===== config.mk =====
export PLATFORM = sky130hd
export DESIGN_NAME = gobang_move_ctrl
export DESIGN_NICKNAME = d
export VERILOG_FILES = /design/src/rtl/gobang_move_ctrl.sv
export SDC_FILE = /design/constraint.sdc
export NUM_CORES = 2
export LEC_CHECK = 0
export ABC_AREA = 1
export BUFFER_PORTS_ARGS = -buffer_cell sky130_fd_sc_hd__buf_2
export CAP_MARGIN = 25
export CORE_UTILIZATION = 59
export CTS_BUF_LIST = sky130_fd_sc_hd__clkbuf_16
export DETAILED_ROUTE_END_ITERATION = 8
export PLACE_DENSITY = 0.78
export SLEW_MARGIN = 5
export SYNTH_ARGS = -nofsm -noshare
export SYNTH_HDL_FRONTEND = slang
export SYNTH_SLANG_ARGS = --single-unit

===== constraint.sdc =====
create_clock -name clk -period 7.8 [get_ports clk]
set_input_delay 0.78 -clock clk [delete_from_list [all_inputs] [get_ports clk]]
set_output_delay 0.78 -clock clk [all_outputs]
set_load 0.1 [all_outputs]

===== src/rtl/gobang_move_ctrl.sv =====
`default_nettype none
// ============================================================================
// Module   : gobang_move_ctrl
// Brief    : Game-flow controller ahead of gobang_display. Validates and
//            sequences placements, keeps a LIFO move history for undo, and
//            tracks side to move, win and draw status.
// Revision : 1.0 - initial release
// ============================================================================
module gobang_move_ctrl #(
    parameter int BOARD     = 15,
    parameter int MAX_MOVES = 225
) (
    input  logic       clk,
    input  logic       rst_p,
    input  logic       start,
    input  logic       place_req,
    input  logic [3:0] place_i,
    input  logic [3:0] place_j,
    input  logic       retract_req,
    input  logic       cell_empty,
    input  logic       check_done,
    input  logic       check_win,
    output logic [3:0] consider_i,
    output logic [3:0] consider_j,
    output logic       clr,
    output logic       write,
    output logic       retract,
    output logic [3:0] write_i,
    output logic [3:0] write_j,
    output logic       write_color,
    output logic       crt_player,
    output logic       game_running,
    output logic [1:0] winner,
    output logic       draw,
    output logic [7:0] move_cnt,
    output logic       reject
);

    localparam logic [3:0] C_BOARD     = 4'(BOARD);
    localparam logic [7:0] C_MAX_MOVES = 8'(MAX_MOVES);

    typedef enum logic [2:0] {
        S_IDLE    = 3'd0,
        S_CLEAR   = 3'd1,
        S_READY   = 3'd2,
        S_CHECK   = 3'd3,
        S_WRITE   = 3'd4,
        S_JUDGE   = 3'd5,
        S_RETRACT = 3'd6,
        S_OVER    = 3'd7
    } state_t;

    state_t     state_q, state_d;
    logic [3:0] consider_i_q, consider_i_d;
    logic [3:0] consider_j_q, consider_j_d;
    logic       clr_q, clr_d;
    logic       write_q, write_d;
    logic       retract_q, retract_d;
    logic [3:0] wr_i_q, wr_i_d;
    logic [3:0] wr_j_q, wr_j_d;
    logic       wr_color_q, wr_color_d;
    logic       crt_player_q, crt_player_d;
    logic       running_q, running_d;
    logic [1:0] winner_q, winner_d;
    logic       draw_q, draw_d;
    logic [7:0] move_cnt_q, move_cnt_d;
    logic       reject_q, reject_d;
    logic [7:0] ptr_q, ptr_d;

    // Move history: {row, col} per stone; color is implied by stack depth
    logic [7:0] hist_mem [256];
    logic       w_hist_we;
    logic [7:0] w_pop;
    logic [7:0] w_cnt_m1;
    logic       w_do_retract;

    assign w_pop    = hist_mem[ptr_q - 8'd1];
    assign w_cnt_m1 = move_cnt_q - 8'd1;

    // Next-state and next-output logic; strobes default low, data outputs hold
    always_comb begin
        state_d      = state_q;
        consider_i_d = consider_i_q;
        consider_j_d = consider_j_q;
        clr_d        = 1'b0;
        write_d      = 1'b0;
        retract_d    = 1'b0;
        reject_d     = 1'b0;
        wr_i_d       = wr_i_q;
        wr_j_d       = wr_j_q;
        wr_color_d   = wr_color_q;
        crt_player_d = crt_player_q;
        running_d    = running_q;
        winner_d     = winner_q;
        draw_d       = draw_q;
        move_cnt_d   = move_cnt_q;
        ptr_d        = ptr_q;
        w_hist_we    = 1'b0;
        w_do_retract = 1'b0;

        if (start && (state_q != S_CLEAR)) begin
            // New game overrides any pending activity
            state_d = S_CLEAR;
            clr_d   = 1'b1;
        end else begin
            case (state_q)
                S_IDLE: begin
                    running_d = 1'b0;
                end
                S_CLEAR: begin
                    ptr_d        = 8'd0;
                    move_cnt_d   = 8'd0;
                    winner_d     = 2'b00;
                    draw_d       = 1'b0;
                    crt_player_d = 1'b0;
                    running_d    = 1'b1;
                    state_d      = S_READY;
                end
                S_READY: begin
                    if (retract_req && (move_cnt_q != 8'd0)) begin
                        w_do_retract = 1'b1;
                    end else if (place_req) begin
                        consider_i_d = place_i;
                        consider_j_d = place_j;
                        if ((place_i >= C_BOARD) || (place_j >= C_BOARD)) begin
                            reject_d = 1'b1;
                        end else begin
                            state_d = S_CHECK;
                        end
                    end
                end
                S_CHECK: begin
                    if (cell_empty) begin
                        write_d    = 1'b1;
                        wr_i_d     = consider_i_q;
                        wr_j_d     = consider_j_q;
                        wr_color_d = crt_player_q;
                        state_d    = S_WRITE;
                    end else begin
                        reject_d = 1'b1;
                        state_d  = S_READY;
                    end
                end
                S_WRITE: begin
                    w_hist_we  = 1'b1;
                    ptr_d      = ptr_q + 8'd1;
                    move_cnt_d = move_cnt_q + 8'd1;
                    state_d    = S_JUDGE;
                end
                S_JUDGE: begin
                    if (check_done) begin
                        if (check_win) begin
                            winner_d  = crt_player_q ? 2'b01 : 2'b10;
                            running_d = 1'b0;
                            state_d   = S_OVER;
                        end else if (move_cnt_q == C_MAX_MOVES) begin
                            draw_d    = 1'b1;
                            running_d = 1'b0;
                            state_d   = S_OVER;
                        end else begin
                            crt_player_d = ~crt_player_q;
                            state_d      = S_READY;
                        end
                    end
                end
                S_RETRACT: begin
                    state_d = S_READY;
                end
                S_OVER: begin
                    if (retract_req && (move_cnt_q != 8'd0)) begin
                        w_do_retract = 1'b1;
                    end
                end
                default: begin
                    state_d = S_IDLE;
                end
            endcase

            // Undo: pop the newest stone; its color follows from stack depth
            if (w_do_retract) begin
                retract_d    = 1'b1;
                wr_i_d       = w_pop[7:4];
                wr_j_d       = w_pop[3:0];
                wr_color_d   = w_cnt_m1[0];
                crt_player_d = w_cnt_m1[0];
                ptr_d        = ptr_q - 8'd1;
                move_cnt_d   = w_cnt_m1;
                winner_d     = 2'b00;
                draw_d       = 1'b0;
                running_d    = 1'b1;
                state_d      = S_RETRACT;
            end
        end
    end

    // Control and output registers
    always_ff @(posedge clk or posedge rst_p) begin
        if (rst_p) begin
            state_q      <= S_IDLE;
            consider_i_q <= 4'd0;
            consider_j_q <= 4'd0;
            clr_q        <= 1'b0;
            write_q      <= 1'b0;
            retract_q    <= 1'b0;
            wr_i_q       <= 4'd0;
            wr_j_q       <= 4'd0;
            wr_color_q   <= 1'b0;
            crt_player_q <= 1'b0;
            running_q    <= 1'b0;
            winner_q     <= 2'b00;
            draw_q       <= 1'b0;
            move_cnt_q   <= 8'd0;
            reject_q     <= 1'b0;
            ptr_q        <= 8'd0;
        end else begin
            state_q      <= state_d;
            consider_i_q <= consider_i_d;
            consider_j_q <= consider_j_d;
            clr_q        <= clr_d;
            write_q      <= write_d;
            retract_q    <= retract_d;
            wr_i_q       <= wr_i_d;
            wr_j_q       <= wr_j_d;
            wr_color_q   <= wr_color_d;
            crt_player_q <= crt_player_d;
            running_q    <= running_d;
            winner_q     <= winner_d;
            draw_q       <= draw_d;
            move_cnt_q   <= move_cnt_d;
            reject_q     <= reject_d;
            ptr_q        <= ptr_d;
        end
    end

    // History RAM write port; contents need no reset
    always_ff @(posedge clk) begin
        if (w_hist_we) begin
            hist_mem[ptr_q] <= {wr_i_q, wr_j_q};
        end
    end

    assign consider_i   = consider_i_q;
    assign consider_j   = consider_j_q;
    assign clr          = clr_q;
    assign write        = write_q;
    assign retract      = retract_q;
    assign write_i      = wr_i_q;
    assign write_j      = wr_j_q;
    assign write_color  = wr_color_q;
    assign crt_player   = crt_player_q;
    assign game_running = running_q;
    assign winner       = winner_q;
    assign draw         = draw_q;
    assign move_cnt     = move_cnt_q;
    assign reject       = reject_q;

endmodule
`default_nettype wire

==> results.sh <==
export IMPL_status="complete, but fails checks"
export IMPL_violations="DRC"
export IMPL_fin_tns_setup_ns=0
export IMPL_grt_pass1_vias=55200
export IMPL_netlist_area_sq_um=85500
export IMPL_netlist_top_cells_area="edfxtp_1 (72%), nand3_1 (12%), nand2_1 (9.6%), buf_2 (1.6%), dfrtp_1 (1.3%)"
export IMPL_dp_hpwl_mm=120
export IMPL_worstMarginPinSlew_ns=1.24
export IMPL_worstPathArrival_ns=5.95
export IMPL_post_route_drc_count=2
export IMPL_first_pass_iters=8
export IMPL_ys_ff_latch=2093
export IMPL_met3WireLength_mm=26.6
export IMPL_syn_nets=7308
export IMPL_rsz0062_at_grt="no"
export IMPL_synth_top_area_frac=0.719
export IMPL_route_met2_wl_mm=104
export IMPL_wire_per_inst_microns=24.0
export IMPL_die_y_microns=383
export IMPL_antenna_found_initial=2
export IMPL_synth_cell_types=37
export IMPL_final_hold_violation_count=0
export IMPL_holdWs_ns=0.192
export IMPL_finClkSkew_ns=0.0269
export IMPL_synthCells=7283
export IMPL_grt_max_degree=231
export IMPL_synth_most_common_cell="nand2_1"
export IMPL_slew_headroom=0.175
export IMPL_drtAntennaViolNets=0
export IMPL_start_util=0.595
export IMPL_place_congestion=0.890
export IMPL_io_buffer_count=49
export IMPL_synth_seq_area_share=0.733
export IMPL_vdd_drop_max_v=0.000752
export IMPL_cap_violations=0
export IMPL_area_growth_syn_to_layout_pct=8.82
export IMPL_wl_met1_mm=80.5
export IMPL_drive_gt1_frac=0.0601
export IMPL_async_reset_ff_frac=0.0215
export IMPL_clk_path_buf_depth=3
export IMPL_drtIter0Drc=8213
export IMPL_cp_max_fo=135
export IMPL_coreArea_sq_um=144000
export IMPL_syn_avg_cell_area_sq_um=11.7
export IMPL_crit_type="reg2reg"
export IMPL_fin_nets=7147
export IMPL_clk_pin_slew_ns=0.06
export IMPL_viasPerCell=6.26
export IMPL_finalSetupViolCount=0
export IMPL_clock_latency_ns=0.83
export IMPL_track_usage=0.300
export IMPL_crit_start="ptr_q[0]"
export IMPL_p_per_area_nw_per_um2=420
export IMPL_synth_ff_type="edfxtp_1"
export IMPL_rows=139
export IMPL_ios=50
export IMPL_h_tree_depth=4
export IMPL_synth_warnings=0
export IMPL_leakagePower_uw=0.0327
export IMPL_top_layer_used="met5"
export IMPL_synth_edff_count=2048
export IMPL_cts_made_buffers=196
export IMPL_vias=57500
export IMPL_synth_top_cell_by_area="edfxtp_1"
export IMPL_post_route_min_period_ns=5.18
export IMPL_hp_start="place_j[3]"
export IMPL_gr_total_overflow=0
export IMPL_dieArea_sq_um=146000
export IMPL_endpoint_kind="flip-flop"
export IMPL_timing_fmax_mhz=193
export IMPL_worst_hold_path_type="in2reg"
export IMPL_root_buffer="clkbuf_16"
export IMPL_clock_sinks=2093
export IMPL_drv_slew=0
export IMPL_grt_pass1_wl_mm=331
export IMPL_r2r_start="ptr_q[0]"
export IMPL_nFillCells=10200
export IMPL_routed_wl_mm=221
export IMPL_cts_tree="done"
export IMPL_crit_required_ns=8.57
export IMPL_ys_top_cells_by_count="nand2_1 (2190), nand3_1 (2052), edfxtp_1 (2048)"
export IMPL_die_w_microns=383
export IMPL_startpoint_type="flip-flop"
export IMPL_finalCritPeriodShare=0.664
flip-flops by register name, indices dropped and copies added, names as in the netlist, 2 cells and up:
register	cells
hist_mem	2048
consider_i	4
move_cnt	8
write_i	4
state_q	3
winner	2
consider_j	4
write_j	4
ptr_q	8
cell type report:
| class | instances | area (sq um) | area share |
|---|---|---|---|
| antenna | 5 | 12.5 | 0.000134 |
| clock buffer | 202 | 5050 | 0.0543 |
| clock inverter | 157 | 1040 | 0.0111 |
| inverter | 56 | 228 | 0.00245 |
| multi-input combinational | 4643 | 20500 | 0.221 |
| sequential | 2093 | 62700 | 0.674 |
| tap | 1903 | 2380 | 0.0256 |
| timing repair buffer | 132 | 1140 | 0.0123 |
worst max-delay path: stages (launching register included):
cell and delay (ns):
dfrtp_4 0.70, inv_8 0.67, ha_1 0.36, nand2_1 0.12, nand2_4 0.65, buf_4 0.95
nand3_1 0.29, nand3_1 0.18, nand3_1 0.17, nand3_1 0.25, nand3_1 0.24, nand3_1 0.20
nand2_1 0.06, nand2_1 0.06, nand2_1 0.07, nand2_1 0.06
kinds of logic (layout without fill, tap and decap cells):
kind of cell,count (synthesis),after routing,synth area share
buffers and inverters,547,547,0.0285
AND/OR/NAND/NOR,4558,4558,0.232
multiplexers,4,4,0.000527
other,0,5,0
AO/OA/AOI/OAI,61,61,0.00411
adder cells (fa/ha/maj),9,9,0.00132
XOR/XNOR,11,11,0.00130
flip-flops,2093,2093,0.733
per-stage QoR:
step	util	power (uW)	std cells	worst slack, ns	cell area, sq um
2_1_floorplan	-	24400	7283	3.09	85500
3_3_place_gp	0.604	29300	8818	2.73	86700
3_5_place_dp	0.604	29600	8819	2.71	86800
4_1_cts	0.646	38600	9178	2.68	92800
5_1_grt	0.647	40300	9186	2.43	93000
6_report	0.648	39100	9191	2.62	93000
layer usage:
metal	GRT usage	vias up
met2	0.467	3911
met1	0.402	27500
met5	0	-
li1	-	25500
met4	0.141	4
met3	0.0705	591
path summary, 6_finish.rpt:
check | endpoint | slack [ns] | depth (start not counted)
max in group asynchronous | write_i[1] | 6.86 | 4
setup reg to reg | write_i[2] | 2.62 | 15
hold reg to reg | winner[1] | 0.48 | 2
min in group asynchronous | reject | 0.42 | 3
hold / removal | consider_j[3] | 0.19 | 2
setup / recovery | write_i[2] | 2.62 | 15
cells in the final DEF (no fill, tap or decap), drive strengths merged:
master / netlist / layout
a21oi: 7 / 7
a31oi: 2 / 2
a32oi: 3 / 3
buf: 306 / 131
bufinv: 0 / 12
clkbuf: 185 / 202
clkinv: 0 / 84
dfrtp: 45 / 45
diode: 0 / 5
dlygate4sd3: 0 / 1
edfxtp: 2048 / 2048
ha: 9 / 9
inv: 56 / 117
mux2: 4 / 4
nand2: 2191 / 2191
nand3: 2062 / 2062
nand4: 8 / 8
nor2: 286 / 286
nor3: 9 / 9
o211ai: 3 / 3
o21a: 1 / 1
o21ai: 36 / 36
o22ai: 2 / 2
o31ai: 5 / 5
o32ai: 1 / 1
o41ai: 1 / 1
or2: 2 / 2
xnor2: 1 / 1
xor2: 10 / 10
repair_timing:
item                      in CTS  in global routing
buffers inserted               0                  0
hold buffers                   0                  1
gates resized for setup        0                  0
hold endpoints to repair       0                  8
power breakdown:
part	switching, uW	internal, uW
clock network	4070	5060
logic	12100	3580
registers	426	13800
total	16600	22500
Power figures use the tool's default switching activity.
